## src/rtl/burst_req_tx.sv

```systemverilog
// burst_req_tx: host-side serial request transmitter for the burst controller.
// Takes one parallel request (mode, start address, burst length), enables the
// controller, shifts the length (burst only) and then the address out MSB
// first, and waits for the controller's completion pulse or a timeout.
//
// Handshake: a request is accepted on the rising edge where
// req_valid && req_ready; req_ready is high only in IDLE, and the request
// fields are captured on that same edge, so they may change freely afterwards.
module burst_req_tx #(
  parameter int ADDR_W  = 32,
  parameter int LEN_W   = 8,
  parameter int TIMEOUT = 1024
) (
  input  logic              clk,
  input  logic              rst,
  input  logic              req_valid,
  output logic              req_ready,
  input  logic              req_mode,
  input  logic [ADDR_W-1:0] req_addr,
  input  logic [LEN_W-1:0]  req_len,
  output logic              burst_en,
  output logic              burst_mode_sel,
  output logic              ser_data,
  output logic              ser_len_valid,
  output logic              ser_addr_valid,
  input  logic              burst_done,
  output logic              busy,
  output logic              tx_done,
  output logic              tx_err,
  output logic [1:0]        dbg_state
);

  localparam int MAX_W = (ADDR_W > LEN_W) ? ADDR_W : LEN_W;
  localparam int CNT_W = $clog2(MAX_W) + 1;
  localparam int TMO_W = $clog2(TIMEOUT);

  localparam logic [CNT_W-1:0] LEN_LAST  = CNT_W'(LEN_W);
  localparam logic [CNT_W-1:0] ADDR_LAST = CNT_W'(ADDR_W);
  localparam logic [TMO_W-1:0] TMO_LAST  = TMO_W'(TIMEOUT - 1);

  typedef enum logic [1:0] {
    IDLE      = 2'd0,
    SEND_LEN  = 2'd1,
    SEND_ADDR = 2'd2,
    WAIT_DONE = 2'd3
  } state_t;

  state_t            state_q, state_d;
  logic [LEN_W-1:0]  len_sr_q, len_sr_d;
  logic [ADDR_W-1:0] addr_sr_q, addr_sr_d;
  // Number of bits already placed on the link in the current phase (1..W).
  logic [CNT_W-1:0]  bit_cnt_q, bit_cnt_d;
  logic [TMO_W-1:0]  tmo_cnt_q, tmo_cnt_d;

  logic req_ready_q, req_ready_d;
  logic burst_en_q, burst_en_d;
  logic mode_sel_q, mode_sel_d;
  logic ser_data_q, ser_data_d;
  logic len_v_q, len_v_d;
  logic addr_v_q, addr_v_d;
  logic busy_q, busy_d;
  logic tx_done_q, tx_done_d;
  logic tx_err_q, tx_err_d;

  logic eff_mode;

  // A zero-length burst is sent as a single transfer.
  assign eff_mode = req_mode && (req_len != '0);

  // Next-state and next-output logic; every output is computed one cycle
  // ahead so that it leaves a flop.
  always_comb begin
    state_d     = state_q;
    len_sr_d    = len_sr_q;
    addr_sr_d   = addr_sr_q;
    bit_cnt_d   = bit_cnt_q;
    tmo_cnt_d   = tmo_cnt_q;
    req_ready_d = req_ready_q;
    burst_en_d  = burst_en_q;
    mode_sel_d  = mode_sel_q;
    ser_data_d  = 1'b0;
    len_v_d     = 1'b0;
    addr_v_d    = 1'b0;
    busy_d      = busy_q;
    tx_done_d   = 1'b0;
    tx_err_d    = 1'b0;

    unique case (state_q)
      IDLE: begin
        if (req_valid) begin
          req_ready_d = 1'b0;
          busy_d      = 1'b1;
          burst_en_d  = 1'b1;
          mode_sel_d  = eff_mode;
          bit_cnt_d   = CNT_W'(1);
          if (eff_mode) begin
            state_d    = SEND_LEN;
            len_v_d    = 1'b1;
            ser_data_d = req_len[LEN_W-1];
            len_sr_d   = req_len << 1;
            addr_sr_d  = req_addr;
          end else begin
            state_d    = SEND_ADDR;
            addr_v_d   = 1'b1;
            ser_data_d = req_addr[ADDR_W-1];
            len_sr_d   = '0;
            addr_sr_d  = req_addr << 1;
          end
        end
      end

      SEND_LEN: begin
        if (bit_cnt_q == LEN_LAST) begin
          // Last length bit is on the link; address MSB follows with no gap.
          state_d    = SEND_ADDR;
          addr_v_d   = 1'b1;
          ser_data_d = addr_sr_q[ADDR_W-1];
          addr_sr_d  = addr_sr_q << 1;
          bit_cnt_d  = CNT_W'(1);
        end else begin
          len_v_d    = 1'b1;
          ser_data_d = len_sr_q[LEN_W-1];
          len_sr_d   = len_sr_q << 1;
          bit_cnt_d  = bit_cnt_q + CNT_W'(1);
        end
      end

      SEND_ADDR: begin
        if (bit_cnt_q == ADDR_LAST) begin
          state_d   = WAIT_DONE;
          tmo_cnt_d = '0;
        end else begin
          addr_v_d   = 1'b1;
          ser_data_d = addr_sr_q[ADDR_W-1];
          addr_sr_d  = addr_sr_q << 1;
          bit_cnt_d  = bit_cnt_q + CNT_W'(1);
        end
      end

      WAIT_DONE: begin
        // Completion takes priority over a timeout expiring in the same cycle.
        if (burst_done || (tmo_cnt_q == TMO_LAST)) begin
          state_d     = IDLE;
          req_ready_d = 1'b1;
          busy_d      = 1'b0;
          burst_en_d  = 1'b0;
          mode_sel_d  = 1'b0;
          bit_cnt_d   = '0;
          tmo_cnt_d   = '0;
          tx_done_d   = burst_done;
          tx_err_d    = ~burst_done;
        end else begin
          tmo_cnt_d = tmo_cnt_q + TMO_W'(1);
        end
      end

      default: begin
        state_d = IDLE;
      end
    endcase
  end

  // State, datapath and registered outputs; reset aborts any transfer silently.
  always_ff @(posedge clk or posedge rst) begin
    if (rst) begin
      state_q     <= IDLE;
      len_sr_q    <= '0;
      addr_sr_q   <= '0;
      bit_cnt_q   <= '0;
      tmo_cnt_q   <= '0;
      req_ready_q <= 1'b1;
      burst_en_q  <= 1'b0;
      mode_sel_q  <= 1'b0;
      ser_data_q  <= 1'b0;
      len_v_q     <= 1'b0;
      addr_v_q    <= 1'b0;
      busy_q      <= 1'b0;
      tx_done_q   <= 1'b0;
      tx_err_q    <= 1'b0;
    end else begin
      state_q     <= state_d;
      len_sr_q    <= len_sr_d;
      addr_sr_q   <= addr_sr_d;
      bit_cnt_q   <= bit_cnt_d;
      tmo_cnt_q   <= tmo_cnt_d;
      req_ready_q <= req_ready_d;
      burst_en_q  <= burst_en_d;
      mode_sel_q  <= mode_sel_d;
      ser_data_q  <= ser_data_d;
      len_v_q     <= len_v_d;
      addr_v_q    <= addr_v_d;
      busy_q      <= busy_d;
      tx_done_q   <= tx_done_d;
      tx_err_q    <= tx_err_d;
    end
  end

  assign req_ready      = req_ready_q;
  assign burst_en       = burst_en_q;
  assign burst_mode_sel = mode_sel_q;
  assign ser_data       = ser_data_q;
  assign ser_len_valid  = len_v_q;
  assign ser_addr_valid = addr_v_q;
  assign busy           = busy_q;
  assign tx_done        = tx_done_q;
  assign tx_err         = tx_err_q;
  assign dbg_state      = state_q;

endmodule
```

## config.mk

```make
export PLATFORM = sky130hd
export DESIGN_NAME = burst_req_tx
export DESIGN_NICKNAME = d
export VERILOG_FILES = /design/src/rtl/burst_req_tx.sv
export SDC_FILE = /design/constraint.sdc
export NUM_CORES = 1
export LEC_CHECK = 0
export ABC_AREA = 1
export ABC_CLOCK_PERIOD_IN_PS = 2300
export CAP_MARGIN = 30
export CORE_MARGIN = 1
export CORE_UTILIZATION = 49
export CTS_CLUSTER_DIAMETER = 50
export DETAILED_ROUTE_END_ITERATION = 6
export PLACE_DENSITY_LB_ADDON = 0.15
export SLEW_MARGIN = 20
export SYNTH_ARGS = -nofsm -noshare
export SYNTH_HDL_FRONTEND = slang
export SYNTH_SLANG_ARGS = --single-unit
```

## constraint.sdc

```tcl
create_clock -name clk -period 2.3 [get_ports clk]
set_input_delay 0.69 -clock clk [delete_from_list [all_inputs] [get_ports clk]]
set_output_delay 0.69 -clock clk [all_outputs]
set_load 0.01 [all_outputs]
```

==> impl_metrics.py <==
metrics = {
    "cells_and_area": {
        "antenna_cells": 0,
        "area_delta_synth_final_pct": 23.4,
        "fin_nets": 634,
        "fillers": 706,
        "fin_area_um2": 4790,
        "drive_gt1_frac": 0.143,
    },
    "clock_tree": {
        "cts_resized": 0,
        "cts_hold_buf": 0,
        "numCtsBuffers": 9,
        "cts-root-buf": "clkbuf_8",
        "cts_buffer_depth": 2,
        "cts_tree": "done",
        "clock_latency_ps": 330,
        "htree_levels": 3,
        "clkTransAtPathRegs_ps": 70,
        "clock_sinks": 65,
        "post_cts_buffers": 0,
    },
    "grt": {
        "grt_max_degree": 63,
        "grt_pass1_wl_mm": 15.4,
        "overflow": 0,
        "grt_use_total": 0.228,
        "grt_pass1_vias": 3398,
        "antenna_found_initial": 0,
    },
    "sta": {
        "drv_slew": 0,
        "slew_headroom": 0.670,
        "fmax_mhz": 481,
        "hold_violations": 0,
        "period_needed_ps": 2080,
        "rsz0062_at_grt": "no",
        "clock_skew_ps": 8.13,
        "finalSetupTns_ps": 0,
        "setup_viol": 0,
        "period_share": 0.905,
        "tightest_slew_ps": 495,
    },
    "die": {
        "die_h_um": 91.0,
        "die_w_um": 91.0,
        "io_pins": 56,
        "core-area_um2": 7690,
        "die_area_um2": 8280,
        "start_util": 0.505,
        "rows": 32,
    },
    "logic_synthesis": {
        "syn-cell-area_um2": 3880,
        "synthFlopType": "dfrtp_1",
        "syn_inst": 526,
        "synthArstFlopShare": 1.00,
        "ys_ff_latch": 65,
        "synthDistinctLibCells": 32,
        "ys_warn_count": 0,
        "seq_area_frac_synth": 0.420,
        "synth_edf_count": 0,
        "synth_nets": 578,
        "avgSynthCellArea_um2": 7.38,
    },
    "drt": {
        "viasPerCell": 5.27,
        "routedWlPerCell_um": 12.7,
        "first_pass_iters": 4,
        "drt_wl_total_mm": 8.77,
        "postRouteAntennaNets": 0,
        "drc": 0,
        "vias": 3629,
        "drtIter0Drc": 208,
    },
    "pwr": {
        "powerDensity_nw_per_um2": 488,
        "clockPowerShare": 0.432,
        "irDropWorstVdd_uv": 299,
        "p_switching_uw": 509,
        "power_frac_seq": 0.489,
        "p_leak_uw": 0.00244,
        "p_int_uw": 1830,
        "swShare": 0.218,
        "pwr-share-comb": 0.079,
    },
    "outcome": {
        "outcome": "completed",
    },
    "run": {
        "maxCapViolCount": 0,
    },
    "critical_path": {
        "critPathLaunchType": "register",
        "worst-path-buf-inv": 1,
        "crit_family": "flip-flops",
        "worstPathCellList": "clkdlybuf4s50_1",
        "path_class": "reg -> out",
        "crit_fanout": 2,
        "arrival_ps": 1390,
        "slowest_stage": "dfstp_2",
        "critPathRequiredTime_ps": 1610,
        "cp_slowest_stage_delay_ps": 530,
        "end_kind": "output port",
    },
    "place": {
        "io_buffers": 55,
        "gp_congestion": 0.798,
        "hpwl_mm": 6.11,
        "placed_cell_area_um2": 4580,
    },
    "min_path": {
        "hp-class": "reg -> reg",
    },
}
-- sequential cells by signal, indices dropped and copies added (netlist names), 2 cells and up --
signal,flops
addr_sr_q,32
tmo_cnt_q,10
dbg_state,2
len_sr_q,7
bit_cnt_q,6
-- cell usage after synthesis, types with 6 or more instances --
cell type,count,share of area
nor2_1,27,0.026
buf_2,7,0.0090
ha_1,7,0.023
buf_6,6,0.017
nand2_1,148,0.14
a21oi_1,23,0.030
inv_1,27,0.026
inv_2,6,0.0058
nand4_1,6,0.0097
o21ai_0,12,0.015
o21ai_1,7,0.0090
dfrtp_1,64,0.41
clkbuf_1,10,0.0097
or2_2,30,0.048
nand3_1,113,0.15
-- power by group through the flow --
| stage | logic [uW] | registers, uW | clock network [uW] |
|---|---|---|---|
| finish | 184 | 1140 | 1010 |
| global route | 205 | 1140 | 1090 |
| CTS | 187 | 1140 | 1040 |
| detailed placement | 186 | 1160 | 0 |
| global placement | 186 | 1160 | 0 |
| floorplan | 70.5 | 1160 | 0 |
-- final timing paths --
kind,from,to,slack [ps],depth (start not counted)
max in group asynchronous,rst,len_sr_q[3]$_DFFE_PP0P_,1060,3
worst max register to register,dbg_state[1]$_DFFE_PP0P_,len_sr_q[7]$_DFFE_PP0P_,340,6
worst max-delay path,req_ready$_DFFE_PP1P_,req_ready,220,1
worst min register to register,addr_sr_q[23]$_DFFE_PP0P_,addr_sr_q[23]$_DFFE_PP0P_,480,2
min in group asynchronous,rst,tmo_cnt_q[8]$_DFFE_PP0P_,660,2
worst min-delay path,addr_sr_q[23]$_DFFE_PP0P_,addr_sr_q[23]$_DFFE_PP0P_,480,2
-- through the flow --
step	std cells	total power, uW	hold slack, ps	utilization	setup slack [ps]
4_1_cts	689	2370	478	0.623	195
3_5_place_dp	673	1350	459	0.596	49.4
3_3_place_gp	673	1350	456	0.596	112
6_report	689	2340	476	0.623	219
2_1_floorplan	526	1240	442	-	643
5_1_grt	689	2440	499	0.623	176
-- layout make-up --
type                       count  area, um2  share of cell area
clock inverter                 2       35.0             0.00732
tap                          102        128              0.0267
timing repair buffer          72        728               0.152
inverter                      34        131              0.0274
clock buffer                  14        173              0.0361
multi-input combinational    400       1970               0.411
sequential                    65       1630               0.340
-- layer usage --
layer	vias up	track usage	wire, um
met5	-	0	0
met1	1703	0.302	4130
met2	90	0.381	4230
met4	0	0.0569	38
met3	2	0.0503	372
li1	1834	-	-
-- cell usage in the layout, fill, tap and decap left out, drive strengths merged --
master,synthesis,final
nand3,115,115
dfrtp,64,64
dfstp,1,1
ha,7,7
xnor2,1,1
a31oi,1,1
nor2,32,32
bufinv,0,1
clkinv,1,2
nand2,152,152
o21ai,21,21
o211ai,1,1
inv,33,32
a22oi,1,1
or2,30,30
a21oi,23,23
clkdlybuf4s50,0,55
nand4,8,8
buf,17,17
xor2,4,4
clkinvlp,0,1
clkbuf,10,14
nor3,3,3
nand3b,1,1
-- cells by family (layout without fill, tap and decap cells) --
| group | after synthesis | after routing | synth area share |
|---|---|---|---|
| compound gates | 47 | 47 | 0.0642 |
| buf+inv | 61 | 122 | 0.0738 |
| fa+ha+maj | 7 | 7 | 0.0226 |
| simple gates | 341 | 341 | 0.409 |
| xor+xnor | 5 | 5 | 0.0113 |
| flops | 65 | 65 | 0.420 |
(Power assumes the default switching activity.)
